===== src/rtl/score_scheduler.sv =====
// Game score/time/high-score controller feeding the 4-digit score_display block.
// A three-state game FSM picks the displayed value; OVER rotates SCORE/TIME/HIGH pages.
module score_scheduler #(
  parameter int DWELL_TICKS = 2,
  parameter int SCORE_MAX   = 9999
) (
  input  logic        clk,
  input  logic        reset,
  input  logic        sec_tick,
  input  logic        start,
  input  logic        game_over,
  input  logic        add_valid,
  input  logic [7:0]  add_value,
  input  logic        show_time,
  output logic        disp_mode,
  output logic [13:0] disp_num1,
  output logic [6:0]  disp_num2,
  output logic        disp_enable,
  output logic [13:0] score,
  output logic [13:0] high_score,
  output logic        new_high,
  output logic [1:0]  state
);

  typedef enum logic [1:0] {
    IDLE = 2'd0,
    PLAY = 2'd1,
    OVER = 2'd2
  } state_t;

  typedef enum logic [1:0] {
    PG_SCORE = 2'd0,
    PG_TIME  = 2'd1,
    PG_HIGH  = 2'd2
  } page_t;

  localparam logic [14:0] SCORE_MAX_W = 15'(SCORE_MAX);
  localparam logic [3:0]  DWELL_LAST  = 4'(DWELL_TICKS - 1);

  // Sum is formed at 15 bits so a near-ceiling score cannot wrap before the clamp.
  function automatic logic [13:0] sat_add(input logic [13:0] a, input logic [7:0] b);
    logic [14:0] sum;
    sum = {1'b0, a} + {7'd0, b};
    if (sum > SCORE_MAX_W) return SCORE_MAX_W[13:0];
    else                   return sum[13:0];
  endfunction

  function automatic page_t next_page(input page_t p);
    case (p)
      PG_SCORE: return PG_TIME;
      PG_TIME:  return PG_HIGH;
      default:  return PG_SCORE;
    endcase
  endfunction

  state_t      state_q, state_n;
  page_t       page_q, page_n;
  logic [13:0] score_q, score_n;
  logic [13:0] high_q, high_n;
  logic        new_high_q, new_high_n;
  logic [5:0]  sec_q, sec_n;
  logic [6:0]  min_q, min_n;
  logic [3:0]  dwell_q, dwell_n;
  logic        blink_q, blink_n;
  logic        mode_q, mode_n;
  logic [13:0] num1_q, num1_n;
  logic [6:0]  num2_q, num2_n;

  always_ff @(posedge clk) begin
    if (reset) begin
      state_q    <= IDLE;
      page_q     <= PG_SCORE;
      score_q    <= '0;
      high_q     <= '0;
      new_high_q <= 1'b0;
      sec_q      <= '0;
      min_q      <= '0;
      dwell_q    <= '0;
      blink_q    <= 1'b1;
      mode_q     <= 1'b1;
      num1_q     <= '0;
      num2_q     <= '0;
    end else begin
      state_q    <= state_n;
      page_q     <= page_n;
      score_q    <= score_n;
      high_q     <= high_n;
      new_high_q <= new_high_n;
      sec_q      <= sec_n;
      min_q      <= min_n;
      dwell_q    <= dwell_n;
      blink_q    <= blink_n;
      mode_q     <= mode_n;
      num1_q     <= num1_n;
      num2_q     <= num2_n;
    end
  end

  // Game FSM, scoring, timer and page rotation.
  always_comb begin
    state_n    = state_q;
    page_n     = page_q;
    score_n    = score_q;
    high_n     = high_q;
    new_high_n = new_high_q;
    sec_n      = sec_q;
    min_n      = min_q;
    dwell_n    = dwell_q;
    blink_n    = blink_q;

    if (start) begin
      state_n    = PLAY;
      score_n    = '0;
      sec_n      = '0;
      min_n      = '0;
      new_high_n = 1'b0;
      blink_n    = 1'b1;
    end else begin
      case (state_q)
        PLAY: begin
          if (add_valid) score_n = sat_add(score_q, add_value);
          if (sec_tick) begin
            // At 99:59 both fields hold.
            if (sec_q == 6'd59) begin
              if (min_q != 7'd99) begin
                sec_n = '0;
                min_n = min_q + 7'd1;
              end
            end else begin
              sec_n = sec_q + 6'd1;
            end
          end
          if (game_over) begin
            state_n = OVER;
            page_n  = PG_SCORE;
            dwell_n = '0;
            if (score_n > high_q) begin
              high_n     = score_n;
              new_high_n = 1'b1;
            end else begin
              new_high_n = 1'b0;
            end
          end
        end
        OVER: begin
          if (sec_tick) begin
            if (new_high_q) blink_n = ~blink_q;
            if (dwell_q == DWELL_LAST) begin
              dwell_n = '0;
              page_n  = next_page(page_q);
            end else begin
              dwell_n = dwell_q + 4'd1;
            end
          end
        end
        default: ;
      endcase
    end
  end

  // Display selection from next-state values so the registered outputs stay aligned.
  always_comb begin
    mode_n = 1'b1;
    num1_n = high_n;
    num2_n = '0;
    case (state_n)
      PLAY: begin
        if (show_time) begin
          mode_n = 1'b0;
          num1_n = {8'd0, sec_n};
          num2_n = min_n;
        end else begin
          num1_n = score_n;
        end
      end
      OVER: begin
        case (page_n)
          PG_SCORE: num1_n = score_n;
          PG_TIME: begin
            mode_n = 1'b0;
            num1_n = {8'd0, sec_n};
            num2_n = min_n;
          end
          default: num1_n = high_n;
        endcase
      end
      default: ;
    endcase
  end

  assign disp_mode   = mode_q;
  assign disp_num1   = num1_q;
  assign disp_num2   = num2_q;
  assign disp_enable = blink_q;
  assign score       = score_q;
  assign high_score  = high_q;
  assign new_high    = new_high_q;
  assign state       = state_q;

endmodule


===== config.mk =====
export PLATFORM = sky130hd
export DESIGN_NAME = score_scheduler
export DESIGN_NICKNAME = d
export VERILOG_FILES = /design/src/rtl/score_scheduler.sv
export SDC_FILE = /design/constraint.sdc
export NUM_CORES = 1
export LEC_CHECK = 0
export ABC_AREA = 1
export BUFFER_PORTS_ARGS = -buffer_cell sky130_fd_sc_hd__buf_4
export CELL_PAD_IN_SITES_DETAIL_PLACEMENT = 1
export CELL_PAD_IN_SITES_GLOBAL_PLACEMENT = 1
export CORE_UTILIZATION = 37
export DETAILED_ROUTE_END_ITERATION = 10
export PLACE_DENSITY = 0.85
export SLEW_MARGIN = 20
export SYNTH_ARGS = -nofsm -noshare
export SYNTH_HDL_FRONTEND = slang
export SYNTH_SLANG_ARGS = --single-unit

===== constraint.sdc =====
create_clock -name clk -period 4.2 [get_ports clk]
set_input_delay 0.63 -clock clk [delete_from_list [all_inputs] [get_ports clk]]
set_output_delay 0.63 -clock clk [all_outputs]
set_load 0.02 [all_outputs]

## Yosys cells after proc, flatten, opt, wreduce, memory -nomap -nowiden

Cells that the tools add are included.

- Flip-flop bits (word level): 73
- Bits of input ports: 15
- Output and inout port bits: 54
- Logic and storage cells: 81

- $add $sub $neg: 4
- $lt $le $gt $ge: 2
- Equality and inequality tests: 11
- Mux-type cells: 43
- Bitwise logic cells: 2
- Reduce and logical (&&, ||, !) cells: 7

Operators with widths:

| cell | number |
|---|---|
| two-way mux 14 bit | 11 |
| one-hot mux 14 bit (2 select lines) | 2 |
| two-way mux 7 bit | 7 |
| two-way mux 6 bit | 5 |
| adder 14 x 8 -> 15 bit | 1 |
| > comparator 15 x 14 -> 1 bit, second input constant | 1 |
| > comparator 14 bit | 1 |
| two-way mux 2 bit | 7 |
| one-hot mux 7 bit (2 select lines) | 1 |
| two-way mux 4 bit | 3 |
| == test 2 x 1 -> 1 bit, second input constant | 4 |
| one-hot mux 2 bit (2 select lines) | 2 |
| one-hot mux 4 bit (2 select lines) | 1 |
| adder 7 x 1 -> 7 bit, second input constant | 1 |
| != test 7 bit, second input constant | 1 |
| adder 6 x 1 -> 6 bit, second input constant | 1 |
| == test 6 bit, second input constant | 1 |
| adder 4 x 1 -> 4 bit, second input constant | 1 |
| == test 2 bit, second input constant | 2 |
| == test 4 x 1 -> 1 bit, second input constant | 1 |
| zero test 2 bit | 2 |
| != test 2 bit, second input constant | 2 |
| AND reduction 4 bit | 1 |
| two-way mux 1 bit | 3 |
| 6 further kinds | 7 |

## Logic depth before layout (Yosys ltp)

- Word-level depth: 13
- Gate-level depth with buffers: 35
- Mapped depth without buffers: 34

## Worst setup path before layout

OpenSTA, ideal clock, no wires.

- Kind: input-to-reg
- Start: input port add_value[0]
- End: register num1_q[2], in the netlist disp_num1[2]
- Setup time: 0.116 ns
- Arrival: 4.333 ns
- Data required time: 4.084 ns
- Path slack: -0.249 ns
- Stages on the path: 31
- Path buffers: 2
- Path through: ha_1 fa_1 nand2_1 nand2_2 nand3_1 nand2_1 nand2_1 and2_1 inv_2 nor3_2 nand2_1 nor2_1 nand2_1 nand2_2 buf_6 nand2_1 o21ai_2 inv_1 ha_1 nand2_1 nor4b_1 a21boi_0 o21ai_0 nand3_1 nor2_2 inv_1 clkbuf_1 nand2_1 nand3_1 nand3_1 a21oi_1

- Word-level cells in the longest chain between the ends: 13
- Elaborated cells between the ends (all ways): 16
- Those cells by class: 1 x add/sub; 2 x order compare; 13 x mux

Ends and longest elaborated chain:

| item | RTL line | source |
|---|---|---|
| from (decl) | 13 | `input logic [7:0] add_value,` |
| adder 14 x 8 -> 15 bit * | 43 | `sum = {1'b0, a} + {7'd0, b};` |
| > comparator 15 x 14 -> 1 bit | 44 | `if (sum > SCORE_MAX_W) return SCORE_MAX_W[13:0];` |
| two-way mux 14 bit * | 44 |  |
| two-way mux 14 bit * | 121 | `if (add_valid) score_n = sat_add(score_q, add_value);` |
| two-way mux 14 bit * | 119 | `case (state_q)` |
| two-way mux 14 bit * | 111 | `if (start) begin` |
| > comparator 14 bit | 137 | `if (score_n > high_q) begin` |
| two-way mux 14 bit | 137 |  |
| two-way mux 14 bit | 133 | `if (game_over) begin` |
| two-way mux 14 bit | 119 |  |
| two-way mux 14 bit | 111 |  |
| one-hot mux 14 bit (2 select lines) | 177 | `case (page_n)` |
| one-hot mux 14 bit (2 select lines) * | 166 | `case (state_n)` |
| to (signal assigned) | 94 | `num1_q <= num1_n;` |
| to (decl) | 66 | `logic [13:0] num1_q, num1_n;` |

Mark *: on every way between the ends. The rest lies on a longest branch, timed or not. The select of a mux whose other input is x is not followed.
A chain may end at the register's enable or synchronous reset.

## Worst setup path in the final report

- Start: register score_q[3], in the netlist score[3]
- End: register num1_q[2], in the netlist disp_num1[2]

- Word-level cells in the longest chain between the ends: 13
- Elaborated cells between the ends (all ways): 16
- Those cells by class: 1 x add/sub; 2 x order compare; 13 x mux

Ends and longest elaborated chain:

| item | RTL line | source |
|---|---|---|
| from (decl) | 58 | `logic [13:0] score_q, score_n;` |
| from (signal assigned) | 86 | `score_q <= score_n;` |
| adder 14 x 8 -> 15 bit | 43 |  |
| > comparator 15 x 14 -> 1 bit | 44 |  |
| two-way mux 14 bit | 44 |  |
| two-way mux 14 bit * | 121 |  |
| two-way mux 14 bit * | 119 |  |
| two-way mux 14 bit * | 111 |  |
| > comparator 14 bit | 137 |  |
| two-way mux 14 bit | 137 |  |
| two-way mux 14 bit | 133 |  |
| two-way mux 14 bit | 119 |  |
| two-way mux 14 bit | 111 |  |
| one-hot mux 14 bit (2 select lines) | 177 |  |
| one-hot mux 14 bit (2 select lines) * | 166 |  |

Marks and branches as above.

==> impl_results.md <==
* Clk_lat worst skew at around 0.36 ns
* Final setup viols at 28
* Remaining Overflow, GRT at 0
* F_max at 0.219 GHz
* Failing checks: setup timing
* RSZ-0062 raised after global routing: yes
* Final setup skew at around 0.0097 ns
* Vias per inst at roughly 5.3
* Crit Path Max Fanout at 7
* Routed WL at roughly 20,000 um
* Post-Layout Cell Count at 1,076
* Max Slew Vio Count at 0
* Drt wl/cell at between 15 and 20 um
* Actual slew at the worst max-slew pin at slightly above 0.9 ns
* Top cell type's share of synthesized area at around 30%
* Status: finished, violations left
* Critical Path End Type: flip-flop
* Sequential Power Share at between 30% and 40%
* Area of the mapped netlist at slightly below 0.005 sq mm
* Switch Pwr at ~0.00069 W
* Clk slew on worst S/H paths at around 0.07 ns
* Total Routing Usage GR at 27.2%
* Root buffer cell: clkbuf_16
* Warnings, synthesis at 0
* DIE AREA at 0.0137 sq mm
* Rows at about 40
* Initial antenna violation count at 0
* Max Cap Viol at 0
* Relative slew slack at roughly two fifths
* Port bufs at roughly 70
* Power Internal at ~0.0014 W
* Hold Path Class: flip-flop to flip-flop
* Post-synth cell types at 47
* Nets@finish at between 900 and 1,000
* Final Critical Period at between 4 and 5 ns
* Clock buffer depth at 2
* H-tree levels at 3
* Arrival time worst endpoint at between 4 and 5 ns
* Initial Util at 38.4%
* Placer Congestion at approximately 0.86
* Layout cell share with drive strength beyond 1 at 31.1%
* Leak Pwr at between 3 and 4 nW
* Final setup margin at -0.377 ns
* Final period utilization at 109%
* Post-route ant nets at 0
* Dpl ws at -0.483 ns
* Synthesized flop and latch total at 73
* Syn Area/Cell at around 6.5 sq um
* Crit path required time at about 4.5 ns
* Ant. Diodes at 0
* Chip width at between 100 and 150 um
* Switching Fraction at approximately 33%
* Starting DRT DRC Count at about 460
* Pin count of the biggest net entering global routing at 37
* Leading cell type in the layout, fill and taps excluded: nand2_1
* Core Area at 0.0127 sq mm
* Mapped Cells at approximately 750
* Largest area contributor in the netlist: dfxtp_1
* Area contributors post-synth: dfxtp_1, nand2_1, inv_1
* Clock Power Share at between 30% and 40%
* CTS Buf Count at 9
* Critical Path Source Type: flip-flop
* Area grow syn2layout at 41.2%
* Commonest cells after routing, fill and taps aside: nand2_1, buf_4, inv_1, nor2_1, dfxtp_1
* Vias in the first global route at around 5,700
* Hold Vio Cnt, Final at 0
* Pwr Total at between 0.002 and 0.0025 W
* Dpl cells at about 1,000
* Crit path kind: flip-flop to flip-flop
* Worst vdd ir at approximately 0.21 mV
* DPL Wire Length at roughly 13,000 um
* Residual DRC at 0
* Via count at around 5,700
* Critical-path top delay cell: dfxtp_1
* Slowest cell delay on critical path at roughly 0.42 ns
* Power per cell area at about 300 mW/mm^2
* TritonRoute pass-1 iters at 5
* Part of the power in combinational logic at 25.8%
* IO Pins at a little under 70
* First-pass GRT wire length at around 28,000 um
* Syn nets at ~800
* CTS tree: built
* Chip height at roughly 120 um
* Post-synthesis sequential area ratio at 29.9%
* Clk sinks at between 70 and 80
synth_stat cells, drive strengths merged:
cell type  number
a21boi          3
dfxtp          73
fa              1
a22o            1
nand3          66
nor3            8
nand4          15
nor4            3
and2            1
a2bb2oi         1
o21ai          43
nand3b          2
or2             1
a31o            1
a21oi          48
nand2         184
o21a            1
xor2            4
inv           134
o31ai           2
buf             6
clkbuf         10
ha             30
o221ai          2
a211oi          1
o211ai          3
clkinv          1
nor2           99
a32o            2
nor4b           1
xnor2           1
and3            1
timing repair:
item                                    in CTS  in global routing
hold buffers                                 0                  0
resized for setup                           17                 60
endpoints found under the setup margin      28                 28
buffers inserted                             2                 15
pin swaps                                   10                 41
per-stage QoR:
stage / hold slack [ns] / TNS, ns / area (sq um) / util, %
2_1_floorplan: 0.481 / 0 / 4960 / -
3_3_place_gp: 0.461 / -6.42 / 6150 / 48.3
5_1_grt: 0.558 / -13.19 / 6890 / 54.2
6_report: 0.521 / -7.67 / 6890 / 54.2
4_1_cts: 0.519 / 0 / 6530 / 51.3
3_5_place_dp: 0.510 / -10.53 / 6150 / 48.3
area by class of cell:
class,instances,area [sq um]
Tap cell,172,215
Multi-Input combinational cell,525,3170
Timing Repair Buffer,155,1230
Fill cell,1670,5830
Inverter,135,512
Clock buffer,9,225
Clock inverter,7,77.6
Sequential cell,73,1460
flip-flops by register name, summed over array words and instances, names as in the netlist:
name,count
min_q,7
high_score,14
score,14
disp_num2,7
sec_q,6
disp_num1,14
new_high,1
state,2
disp_enable,1
dwell_q,4
page_q,2
disp_mode,1
kinds of logic (layout without fill, tap and decap cells):
family,count (synthesis),count (layout),synth area share [%]
AOI/OAI and AO/OA,108,108,13.5
xor gates and xnor gates,5,5,0.897
adders and majority gates,31,31,8.10
buffers and inverters,151,306,11.9
DFF,73,73,29.9
and+or+nand+nor,381,381,35.7
layer usage:
layer | GRT usage, % | vias up | wire length (um)
met1 | 32.0 | 2759 | 8140
met5 | 0 | - | 0
met3 | 5.25 | 62 | 1180
met2 | 48.7 | 233 | 9800
met4 | 10.7 | 0 | 824
li1 | - | 2689 | -
power groups by stage:
| stage | Combinational, W | Sequential [W] | Clock (W) |
|---|---|---|---|
| floorplan | 0.000235 | 0.000770 | 0 |
| finish | 0.000539 | 0.000737 | 0.000812 |
| CTS | 0.000471 | 0.000734 | 0.000811 |
| detailed placement | 0.000449 | 0.000749 | 0 |
| global route | 0.000579 | 0.000737 | 0.000843 |
| global placement | 0.000437 | 0.000749 | 0 |
critical path: cells and delay by family, from the launching register on:
kind,cells,cell delay [ns]
simple gates,18,2.07
buf+inv,7,0.71
compound gates,5,0.70
flops,1,0.42
fa+ha+maj,2,0.59
final timing paths:
check                start            to  slack [ns]  depth (start not counted)
hold / removal    new_high      new_high        0.52                          2
hold reg to reg   new_high      new_high        0.52                          2
setup reg to reg  score[3]  disp_num1[2]       -0.38                         32
setup / recovery  score[3]  disp_num1[2]       -0.38                         32
(Power assumes the default switching activity.)
